### src/rtl/y_fifo.sv
// y_fifo: first-word fall-through buffer between the transform stage (its y output)
// and a downstream consumer. Keeps a sticky overflow flag for writes attempted while
// full, plus a 16-bit running count of accepted words.
module y_fifo #(
  parameter int unsigned WIDTH = 8,
  parameter int unsigned DEPTH = 4
) (
  input  logic                     clk,
  input  logic                     rst,
  input  logic [WIDTH-1:0]         in_data,
  input  logic                     in_valid,
  output logic                     in_ready,
  output logic [WIDTH-1:0]         out_data,
  output logic                     out_valid,
  input  logic                     out_ready,
  output logic [$clog2(DEPTH):0]   count,
  output logic                     overflow,
  input  logic                     clr_ovf,
  output logic [15:0]              total
);

  localparam int unsigned PtrW = (DEPTH > 1) ? $clog2(DEPTH) : 1;
  localparam int unsigned CntW = $clog2(DEPTH) + 1;
  localparam logic [CntW-1:0] CntFull = CntW'(DEPTH);
  localparam logic [PtrW-1:0] PtrLast = PtrW'(DEPTH - 1);

  logic [WIDTH-1:0] mem_q [DEPTH];
  logic [WIDTH-1:0] mem_d [DEPTH];
  logic [PtrW-1:0]  wptr_q, wptr_d;
  logic [PtrW-1:0]  rptr_q, rptr_d;
  logic [CntW-1:0]  count_q, count_d;
  logic             overflow_q, overflow_d;
  logic [15:0]      total_q, total_d;
  logic             wr_en, rd_en;

  // Handshake decode; an edge during reset must not touch storage.
  always_comb begin
    in_ready  = (count_q != CntFull);
    out_valid = (count_q != '0);
    wr_en     = in_valid && in_ready && !rst;
    rd_en     = out_valid && out_ready;
    out_data  = out_valid ? mem_q[rptr_q] : '0;
    count     = count_q;
    overflow  = overflow_q;
    total     = total_q;
  end

  // Next-state for pointers, occupancy, overflow flag and accepted-word total.
  always_comb begin
    wptr_d     = wptr_q;
    rptr_d     = rptr_q;
    count_d    = count_q;
    overflow_d = overflow_q;
    total_d    = total_q;
    mem_d      = mem_q;
    if (wr_en) begin
      mem_d[wptr_q] = in_data;
      wptr_d        = (wptr_q == PtrLast) ? '0 : wptr_q + PtrW'(1);
      total_d       = total_q + 16'd1;
    end
    if (rd_en) begin
      rptr_d = (rptr_q == PtrLast) ? '0 : rptr_q + PtrW'(1);
    end
    unique case ({wr_en, rd_en})
      2'b10:   count_d = count_q + CntW'(1);
      2'b01:   count_d = count_q - CntW'(1);
      default: count_d = count_q;
    endcase
    // Set has priority over clear so a concurrent drop is never lost.
    if (in_valid && (count_q == CntFull)) begin
      overflow_d = 1'b1;
    end else if (clr_ovf) begin
      overflow_d = 1'b0;
    end
  end

  // Control state, asynchronously reset.
  always_ff @(posedge clk or posedge rst) begin
    if (rst) begin
      wptr_q     <= '0;
      rptr_q     <= '0;
      count_q    <= '0;
      overflow_q <= 1'b0;
      total_q    <= '0;
    end else begin
      wptr_q     <= wptr_d;
      rptr_q     <= rptr_d;
      count_q    <= count_d;
      overflow_q <= overflow_d;
      total_q    <= total_d;
    end
  end

  // Storage has no reset; contents are meaningless until written.
  always_ff @(posedge clk) begin
    mem_q <= mem_d;
  end

endmodule

### config.mk
export PLATFORM = sky130hd
export DESIGN_NAME = y_fifo
export DESIGN_NICKNAME = d
export VERILOG_FILES = /design/src/rtl/y_fifo.sv
export SDC_FILE = /design/constraint.sdc
export NUM_CORES = 1
export LEC_CHECK = 0
export ABC_CLOCK_PERIOD_IN_PS = 4200
export CORE_MARGIN = 10
export CORE_UTILIZATION = 56
export DETAILED_ROUTE_END_ITERATION = 8
export GPL_TIMING_DRIVEN = 0
export PLACE_DENSITY = 0.85
export SLEW_MARGIN = 10
export SYNTH_ARGS = -nofsm -noshare
export SYNTH_HDL_FRONTEND = slang
export SYNTH_SLANG_ARGS = --single-unit
### constraint.sdc
create_clock -name clk -period 4.2 [get_ports clk]
set_input_delay 0.84 -clock clk [delete_from_list [all_inputs] [get_ports clk]]
set_output_delay 0.84 -clock clk [all_outputs]
set_load 0.005 [all_outputs]
==> flow_summary.toml, run 1 <==
[drt]
drtPass1Iterations = 4
detail_route.iter0.violations = 63
routed_via_density = 5.412
drc_errors = 0
drtAntennaViolNets = 0
wl_um = 4499
dr_total_vias = 1380
wire_per_inst_um = 17.64

[setup_path]
crit_type = "input port to flip-flop"
worstReg2RegEnd = "count[2]"
cp-endpoint = "count[2]"
cp-startpoint = "rst"
rr_startpoint = "count[0]"
cp.arrival_ns = 3.39
setup.worst_path.start_class = "input port"
r2r_cells = 11
path_max_fanout = 25
worstSetupEndpointType = "flip-flop"
rrSetupSlack_ns = 1.88
cp.required_ns = 4.43

[floorplan]
die_area_um2 = 7315
pin_count = 43
row_count = 23
coreArea_um2 = 4086
die_w_um = 85.53
die_h_um = 85.53
start_util = 0.5885

[synthesis]
yosysTopAreaCell = "edfxtp_1"
synth_cells = 155
synth_cell_type_count = 29
synth_top_area_share = 0.3996
synthArstFlopShare = 0.4286
post-synth-top-count-cell = "edfxtp_1"
ys_seq_area_frac = 0.6493
ys_top_cells_by_count = "edfxtp_1, dfrtp_1, xnor2_1, and2_1, inv_1"
synth_ff_type = "edfxtp_1"
synthTopCellsByArea = "edfxtp_1, dfrtp_1, mux4_2"
synth_edf_count = 32
synth_nets = 176
syn_area_per_cell_um2 = 15.51
ys_warn_count = 0
syn_area_um2 = 2405
synth_seq_cells = 56

[final_layout]
multi_input_area_um2 = 780.7
n_antenna_cell = 0
fill_cells = 272
ff_latch_area_um2 = 1562
nNetsFinal = 225
area_growth_syn_to_layout_pct = 23.47
layout-drive-gt1-share = 0.1171

[flow_run]
max_cap_violations = 0

[pwr]
power.density_nw_per_um2 = 574.3
ir_worst_vdd_uv = 405.7
p_total_mw = 1.705
power.leakage_nw = 1.138

[timing]
slew_headroom = 0.4018
final.min_clock_period_ns = 3.162
fin_worst_skew_ns = 0.008068
fin_setup_tns_ns = 0
finalCritPeriodShare = 0.7530
setup_violations = 0
slew_violations = 0
hold_viol_final = 0
max_slew.worst_pin.slew_ns = 0.8964
fmax_mhz = 316.2
rsz0062_at_grt = "no"

[clock_network]
numCtsBuffers = 5
insertion_delay_ns = 0.30
max-clock-path-buffers = 2
cts.htree.levels = 2
tritoncts = "built"
clock_sinks = 56
postCtsSetupBuffers = 0
clock-root-buffer = "clkbuf_8"
cts_resized = 0
path_clk_slew_ns = 0.08
ctsHoldBuffers = 0

[global_routing]
antenna_found_initial = 0
grt_pass1_wl_um = 7707
grt_pass1_vias = 1514
grt_usage = 0.1330
grt_overflow = 0
grt_max_degree = 26

[placed_design]
place_congestion = 0.7990
dp_hpwl_um = 3449
port_buffers = 42

[hold_path]
min_path_type = "flip-flop to flip-flop"

[status]
outcome = "complete, no violations"
-- worst min-delay path by stage --
stage | slack [ns] | end | cells after the start | startpoint
after global placement | 0.46 | total[15] | 1 | total[15]
after CTS | 0.50 | total[15] | 1 | total[15]
final | 0.49 | total[15] | 1 | total[15]
after global routing | 0.53 | total[12] | 1 | total[12]
after detailed placement | 0.49 | total[15] | 1 | total[15]
after floorplan | 0.47 | total[15] | 1 | total[15]
-- cell families after synthesis --
| group | after synthesis | share of synthesized area |
|---|---|---|
| buffers and inverters | 14 | 0.02601 |
| xor gates and xnor gates | 18 | 0.06556 |
| DFF | 56 | 0.6493 |
| adders and majority gates | 8 | 0.04474 |
| muxes | 13 | 0.1025 |
| AOI/OAI and AO/OA | 2 | 0.005202 |
| and+or+nand+nor | 44 | 0.1067 |
-- power breakdown --
| part | internal [mW] | total, mW | switching (mW) |
|---|---|---|---|
| Clock | 0.117 | 0.274 | 0.156 |
| Combinational | 0.403 | 0.660 | 0.257 |
| Sequential | 0.684 | 0.771 | 0.0878 |
| Total | 1.20 | 1.71 | 0.501 |
-- cells in the final DEF, fill, tap and decap left out, types with 4 or more instances in the layout --
cell              n
nor2_1            4
edfxtp_1         32
nand4_1           5
inv_1             9
and2_1           12
nand3_1           6
mux4_2            8
clkdlybuf4s50_1  42
ha_1              7
xnor2_1          14
xor2_1            4
clkbuf_8          5
dfrtp_1          24
nand2_1           8
-- through the flow --
stage,hold slack (ns),instance area (µm²),setup WS (ns),util,cells
6_report,0.4903,2969,1.038,0.7266,255
5_1_grt,0.5300,2969,0.8159,0.7266,255
4_1_cts,0.4973,2969,0.9902,0.7266,255
3_5_place_dp,0.4853,2888,0.6787,0.7067,247
3_3_place_gp,0.4600,2888,0.8226,0.7067,247
2_1_floorplan,0.4684,2405,1.516,-,155
-- sequential cells by signal (all words and copies together), names as in the netlist --
| name | cells |
|---|---|
| count | 3 |
| wptr_q | 2 |
| mem_q | 32 |
| rptr_q | 2 |
| overflow | 1 |
| total | 16 |
-- critical path: stages --
cell and delay (ns):
clkdlybuf4s50_1 0.51, inv_1 0.42, and3_1 0.36, buf_6 0.14, inv_1 0.05, ha_1 0.18, inv_1 0.07, fa_1 0.38
xor2_1 0.16, nor2_1 0.13, xor2_1 0.15
-- cell type report --
type / count / area share
buffer: 4 / 0.008428
clock buffer: 7 / 0.02571
clock inverter: 1 / 0.001686
inverter: 10 / 0.01264
multi-input combinational: 85 / 0.2630
sequential: 56 / 0.5259
tap: 50 / 0.02107
timing repair buffer: 42 / 0.1416
-- layer usage --
layer,wire (µm),vias up,part of all wire,track usage
met5,0,-,0,0
met4,54,0,0.012,0.04491
met3,318,5,0.071,0.04730
met2,2324,42,0.52,0.2228
met1,1802,683,0.40,0.1548
li1,-,650,-,-
(Power assumes the default switching activity.)
==> inputs of run 2 (changes only) <==
Settings changed: ABC_CLOCK_PERIOD_IN_PS 4200 to 2600, CORE_UTILIZATION 56 to 47, PLACE_DENSITY 0.85 to 0.76.
Clock period 4.2 ns to 2.6 ns, I/O delays scaled along.
==> flow_summary.toml, run 2 (same netlist as run 1, synthesis figures left out) <==
[placed_design]
place_congestion = 0.7727
dp_hpwl_um = 3474
preCtsSetupSlack_ns = -0.6376
port_buffers = 42

[pwr]
ir_worst_vdd_uv = 405.8
power.leakage_nw = 1.159
power.density_nw_per_um2 = 953.5

[floorplan]
die_h_um = 91.53
pin_count = 43
die_area_um2 = 8378
start_util = 0.4960
die_w_um = 91.53
row_count = 25
coreArea_um2 = 4848

[timing]
holdWs_ns = 0.4731
fin_worst_skew_ns = 0.005981
fmax_mhz = 397.2
hold_viol_final = 0
layout_setup_ws_ns = 0.08256
setup_violations = 0
max_slew.worst_pin.slew_ns = 0.5847
finalCritPeriodShare = 0.9682
slew_headroom = 0.6080
slew_violations = 0
rsz0062_at_grt = "no"
final.min_clock_period_ns = 2.517

[drt]
routed_via_density = 5.073
drc_errors = 0
wire_per_inst_um = 17.30
wl_um = 4758
drtPass1Iterations = 4
detail_route.iter0.violations = 94
drtAntennaViolNets = 0
dr_total_vias = 1395

[global_routing]
antenna_found_initial = 0
grt_overflow = 0
grt_pass1_vias = 1553
grt_max_degree = 18
grt_pass1_wl_um = 7990
grt_usage = 0.1187

[clock_network]
cts.htree.levels = 2
clock_sinks = 56
numCtsBuffers = 5
ctsHoldBuffers = 0
path_clk_slew_ns = 0.09
clock-root-buffer = "clkbuf_8"
tritoncts = "built"
insertion_delay_ns = 0.30
max-clock-path-buffers = 2

[setup_path]
cpLargestDelayFamily = "buffers and inverters"
worstSetupEndpointType = "output pin"
setup.worst_path.start_class = "flip-flop"
cp.arrival_ns = 2.00
path_max_fanout = 9
crit_buf_inv = 2
cp.required_ns = 2.08
crit_type = "flip-flop to output pin"
max_stage_delay_ns = 0.51
critical_path.cell_chain = "buf_12, mux4_2, and2_1, clkdlybuf4s50_1"
slowest_stage = "mux4_2"

[final_layout]
layout-drive-gt1-share = 0.1490
final_common_cell = "clkdlybuf4s50_1"
largest_register = "mem_q"
n_antenna_cell = 0
nNetsFinal = 228
area_growth_syn_to_layout_pct = 27.37
postLayoutCoreUtil = 0.6317
largest_register_ffs = 32
layout_common_cells = "clkdlybuf4s50_1, edfxtp_1, dfrtp_1, xnor2_1, and2_1"
fill_cells = 351

[hold_path]
min_path_type = "flip-flop to flip-flop"

[flow_run]
max_cap_violations = 0

[status]
outcome = "complete, no violations"
-- run 2: cell type report --
cell class	instances	area, µm²	share of cell area
flip-flops and latches	56	1562	0.5098
inverters	10	41.29	0.01348
repair buffers	45	442.9	0.1446
plain buffers	3	36.28	0.01185
repair inverters	1	5.005	0.001634
well taps	67	83.83	0.02737
clock buffers	5	68.82	0.02247
clock inverters	3	42.54	0.01389
multi-input cells	85	780.7	0.2549
-- run 2: worst paths after layout --
kind	start	endpoint	slack [ns]	cells after the start
max in group asynchronous	rst	total[12]	1.56	2
worst max-delay path	rptr_q[0]	out_data[6]	0.08	4
worst min register to register	total[15]	total[15]	0.47	1
worst max register to register	count[0]	count[2]	0.22	11
min in group asynchronous	rst	total[15]	0.70	3
worst min-delay path	total[15]	total[15]	0.47	1
-- run 2: where the power goes --
group          switching, mW  leakage (nW)  internal, mW
Combinational          0.398         0.508         0.691
Sequential             0.176         0.601          1.10
Clock                  0.268        0.0503         0.284
Total                  0.841          1.16          2.08
-- run 2: routing by layer --
| layer | vias up | wire, µm | GRT usage | share of wire |
|---|---|---|---|---|
| met5 | - | 0 | 0 | 0 |
| met4 | 0 | 46 | 0.03655 | 0.0097 |
| met3 | 6 | 199 | 0.03621 | 0.042 |
| met2 | 29 | 2559 | 0.2079 | 0.54 |
| met1 | 701 | 1952 | 0.1349 | 0.41 |
| li1 | 659 | - | - | - |
-- run 2: what timing repair did --
item                                    4_1_cts  5_1_grt
buffers inserted                              1        2
gates cloned                                  1        0
gates resized for setup                       3        2
hold endpoints to repair                      0        0
endpoints found under the setup margin       38        7
-- run 2: per-stage QoR --
step	cells	total power [mW]	cell area (µm²)	setup TNS (ns)
after floorplan	155	1.827	2405	0
after global placement	264	2.294	2909	-9.096
after detailed placement	264	2.363	2909	-12.22
after CTS	273	2.927	3039	0
after global routing	275	3.117	3063	0
final	275	2.920	3063	0
==> variant 1: new RTL, flow settings as in run 2 <==
Set the parameter `WIDTH` to 10 (it was 8).
--- a/src/rtl/y_fifo.sv
+++ b/src/rtl/y_fifo.sv
@@ -2,7 +2,7 @@
 // and a downstream consumer. Keeps a sticky overflow flag for writes attempted while
 // full, plus a 16-bit running count of accepted words.
 module y_fifo #(
-  parameter int unsigned WIDTH = 8,
+  parameter int unsigned WIDTH = 10,
   parameter int unsigned DEPTH = 4
 ) (
   input  logic                     clk,
Interface: changed (resized in_data and out_data); port bits go from 43 to 47. The function was not compared with the original's and may differ.
==> variant 1 against run 2 <==
Hold slack improved by 0.0070 ns; setup slack got worse by 0.017 ns; via count increased by 10%; total power increased by 20%; sequential cell count increased by 8; synthesized area increased by 14%; cell area increased by 15%; sequential share of layout area increased by 0.34 points; routed wire length increased by 2.9%; critical path type unchanged; highest routed layer unchanged.
==> variant 1: results (changes against run 2) <==
- Post-CTS setup repair buffer count: 1 (unchanged)
- Buffer type at the clock tree root: sky130_fd_sc_hd__clkbuf_8
- Routed WL: 4900 µm (+2.9%)
- The reported leakage power was 1.32 nW (+14%).
* Number of iterations in the first detailed-routing pass: 4 (unchanged)
- Worst setup timing slack at the placement stage: -0.0110 ns (+0.627 ns)
* Final worst clock skew: 0.00584 ns (-0.000145 ns)
- The post-cts repair resize count was 6 (+3).
* Slowest cell on the critical path: sky130_fd_sc_hd__dfrtp_2
- Yosys cell types: 30 (+3.4%)
* Number of fillers in the final layout: 412 (+17%)
* Max H-tree Level: 3 (+1)
- Ranked by instance count, the synthesized netlist is headed by sky130_fd_sc_hd__edfxtp_1, sky130_fd_sc_hd__dfrtp_1, sky130_fd_sc_hd__and2_1.
- Global-route wire length before repair: 8040 µm (+0.60%)
- Final estimated routing congestion in global placement: 0.748 (-3.1%)
* Layout cells sized above 1: 0.178 (+0.0292)
- The path class of the tightest hold or removal check is flop to flop.
* Via count of the first global-routing pass: 1598 (+2.9%)
- The xor and xnor fraction of the mapped netlist area is 0.0577 (-0.00786).
- The synthesized-area fraction occupied by adder cells was 0.0394 (-0.00537).
- Ys async rst share: 0.375 (-0.0536)
* Initial antenna violation count: 0 (unchanged)
* Post-layout nets: 248 (+8.8%)
- Largest net degree at the start of global routing: 25 (+7)
- Run status: completed
- The TritonCTS buffer count came to 9 (+4).
- The insertion delay to the later sink of the worst-skew pair came to 0.34 ns (+0.04 ns).
- Slew @ Worst Pin: 0.896 ns (+0.312 ns)
- Largest register by flop count: mem_q
- Ranked by total cell area, the synthesized netlist is headed by sky130_fd_sc_hd__edfxtp_1, sky130_fd_sc_hd__dfrtp_1, sky130_fd_sc_hd__mux4_2.
- Crit-path max cell delay: 0.45 ns (-0.06 ns)
- Sequential fraction of the synthesis area: 0.659 (+0.0100)
- The post-synthesis compound-gate area fraction is 0.00824 (+0.00304).
* Maximum VDD drop: 0.570 mV (+41%)
- The via count of the routed design is 1539 (+10%).
* Number of flip-flops under the largest register name: 40 (+25%)
- Number of design-rule violations left by the first detailed-router iteration: 54 (-43%)
- The count of flip-flops with a built-in enable after synthesis is 40 (+25%).
- All-Layer GR Usage: 0.115 (-0.00321)
- Worst-path fanout max: 10 (+1)
* Input/output buffers: 46 (+9.5%)
- The net count of the mapped netlist was 190 (+8.0%).
- Standard cell area after detailed placement: 3280 µm² (+13%)
* Mux cell area share after synthesis: 0.0943 (-0.00818)
- DP HPWL: 3550 µm (+2.3%)
- Clock slew seen by the registers of the worst setup and hold paths: 0.07 ns (-0.02 ns)
-- variant 1: layer usage --
layer  wire, µm  global-route usage  share of wire
met2       2460               0.177           0.50
met1       2060               0.142           0.42
met3        223              0.0288          0.046
met5          0                   0              0
met4        150              0.0774          0.031
-- variant 1: path summary, 6_finish.rpt --
kind | startpoint | to | slack, ns | cells past startpoint
worst max-delay path | count[0]$_DFFE_PP0P_ | out_data[0] | 0.07 | 4
worst min-delay path | total[15]$_DFFE_PP0P_ | total[15]$_DFFE_PP0P_ | 0.48 | 1
worst max register to register | count[0]$_DFFE_PP0P_ | count[2]$_DFFE_PP0P_ | 0.29 | 9
worst min register to register | total[15]$_DFFE_PP0P_ | total[15]$_DFFE_PP0P_ | 0.48 | 1
max in group asynchronous | rst | count[0]$_DFFE_PP0P_ | 1.26 | 2
min in group asynchronous | rst | overflow$_DFFE_PP0P_ | 0.72 | 2
-- variant 1: layout make-up --
class | instances | area, µm² | area share
Inverter | 10 | 37.5 | 0.0107
Timing Repair Buffer | 47 | 468 | 0.133
Tap cell | 72 | 90.1 | 0.0256
Multi-Input combinational cell | 89 | 867 | 0.247
Clock buffer | 9 | 124 | 0.0352
Sequential cell | 64 | 1800 | 0.513
Clock inverter | 7 | 86.3 | 0.0246
Buffer | 4 | 38.8 | 0.0110
-- variant 1: critical path, delay by kind of cell (launching register included) --
kind / cells / cell delay (ns)
buf+inv: 2 / 0.65
flops: 1 / 0.45
simple gates: 2 / 0.58
-- variant 1: metrics by stage --
stage,power (mW),std cells
2_1_floorplan,2.06,167
3_5_place_dp,2.64,285
6_report,3.52,302
3_3_place_gp,2.62,285
5_1_grt,3.73,302
4_1_cts,3.57,302
-- variant 1: power by group --
group / switching (mW) / internal (mW)
registers: 0.157 / 1.26
logic: 0.470 / 0.735
clock network: 0.361 / 0.531
==> variant 2: new RTL, config.mk and constraints of run 2 <==
Made on the original files. Put a register stage on the output `count`. The value now appears one clock later. The other outputs are not delayed to match.
--- a/src/rtl/y_fifo.sv
+++ b/src/rtl/y_fifo.sv
@@ -24,6 +24,8 @@
   localparam logic [CntW-1:0] CntFull = CntW'(DEPTH);
   localparam logic [PtrW-1:0] PtrLast = PtrW'(DEPTH - 1);
 
+  logic [$clog2(DEPTH):0] count_c;
+
   logic [WIDTH-1:0] mem_q [DEPTH];
   logic [WIDTH-1:0] mem_d [DEPTH];
   logic [PtrW-1:0]  wptr_q, wptr_d;
@@ -40,7 +42,7 @@
     wr_en     = in_valid && in_ready && !rst;
     rd_en     = out_valid && out_ready;
     out_data  = out_valid ? mem_q[rptr_q] : '0;
-    count     = count_q;
+    count_c   = count_q;
     overflow  = overflow_q;
     total     = total_q;
   end
@@ -96,5 +98,9 @@
     mem_q <= mem_d;
   end
 
+  always_ff @(posedge clk) begin
+    count <= count_c;
+  end
+
 endmodule
 
Function: changed (Yosys sat finds a counterexample within 4 cycles, from zero or initial values and one cycle with rst high).
==> variant 2 against run 2 <==
Routed wire length shrank 1.5%; setup slack gained 0.0046 ns; synthesized area rose by 3.2%; fmax rose by 0.18%; synthesized cell count increased by 2.6%; sequential cell count grew 3; combinational power fell by 5%; sequential share of layout area is 0.20 points higher; total power rose by 4.3%; global-route usage down 0.19 points; first-iteration DRC count decreased by 62%; cell area increased by 3.5%; critical endpoint is now out_data[3].
==> variant 2: results (changes against run 2) <==
* Met1 wire length: 2060 µm (+5.4%)
* List of most frequent post-synthesis cells: sky130_fd_sc_hd__edfxtp_1, sky130_fd_sc_hd__dfrtp_1, sky130_fd_sc_hd__and2_1
- The routed wirelength normalized by instance count came to 16.4 µm (-5.3%).
* Largest net degree at the start of global routing: 25 (+7)
* Adder-cell share of the synthesized area: 0.0434 (-0.00138)
- Met1 capacity usage during global routing: 0.140 (+0.00517)
- Maximum frequency from static timing analysis: 0.398 GHz (+0.18%)
- The number of nets in the final layout came to 233 (+2.2%).
- The total length of routed met2 wires came to 2310 µm (-9.7%).
- The overall track demand over capacity in global routing came to 0.117 (-0.00192).
- Non-CTS inverters: 10 (-1)
- Run status: completed
* Syn_area_per_cell: 15.6 µm² (+0.58%)
- Fraction of the mapped netlist area in compound gates: 0.00908 (+0.00387)
- The post-DP HPWL is 3230 µm (-7.1%).
* Worst-path fanout max: 5 (-4)
* Post-CTS setup repair buffer count: 0 (-1)
- Critical hold path startpoint: count_c[2]$_DFFE_PP0P_
- The number of vias per cell after detailed routing is 4.92 (-3.0%).
- The proportion of total power due to net switching is 0.291 (+0.00301).
- Met3 Use GR: 0.0371 (+0.000913)
* Number of iterations in the first detailed-routing pass: 6 (+2)
* Beginning of the worst register-to-register path: count_c[0]$_DFFE_PP0P_
* Placed cell count: 271 (+2.7%)
- Comb_multi_in: 86 (+1.2%)
* Clock buf count: 10 (+5)
* Capture instance of the worst register-to-register path: count_c[2]$_DFFE_PP0P_
- Ys async rst share: 0.407 (-0.0218)
- Post-cts gate resize count: 2 (-1)
- Worst slew margin: 0.382 (-0.226)
- The proportion of layout cells with a drive suffix above 1 was 0.144 (-0.00552).
- The length in cells of the worst reg-to-reg path was 10 (-1).
- Global-route wire length before repair: 7850 µm (-1.7%)
* Number of design-rule violations left by the first detailed-router iteration: 36 (-62%)
[variant 2: cell types whose count changed after synthesis, moves of 2 or more]
cell / run 2 / this run
sky130_fd_sc_hd__o21ai_0: 1 / 3
sky130_fd_sc_hd__and4_1: 1 / 3
sky130_fd_sc_hd__mux2_4: 3 / 0
sky130_fd_sc_hd__xor2_1: 4 / 7
sky130_fd_sc_hd__xnor2_1: 14 / 11
sky130_fd_sc_hd__dfxtp_1: 0 / 3
sky130_fd_sc_hd__and3_1: 2 / 0
sky130_fd_sc_hd__nand3_1: 6 / 3
[variant 2: power by group through the flow]
| stage | Clock (mW) | Combinational [mW] | Sequential (mW) |
|---|---|---|---|
| 3_5_place_dp | 0 | 1.04 | 1.33 |
| 5_1_grt | 0.712 | 1.17 | 1.38 |
| 4_1_cts | 0.663 | 1.03 | 1.34 |
| 3_3_place_gp | 0 | 1.03 | 1.32 |
| 2_1_floorplan | 0 | 0.561 | 1.31 |
| 6_report | 0.649 | 1.04 | 1.35 |
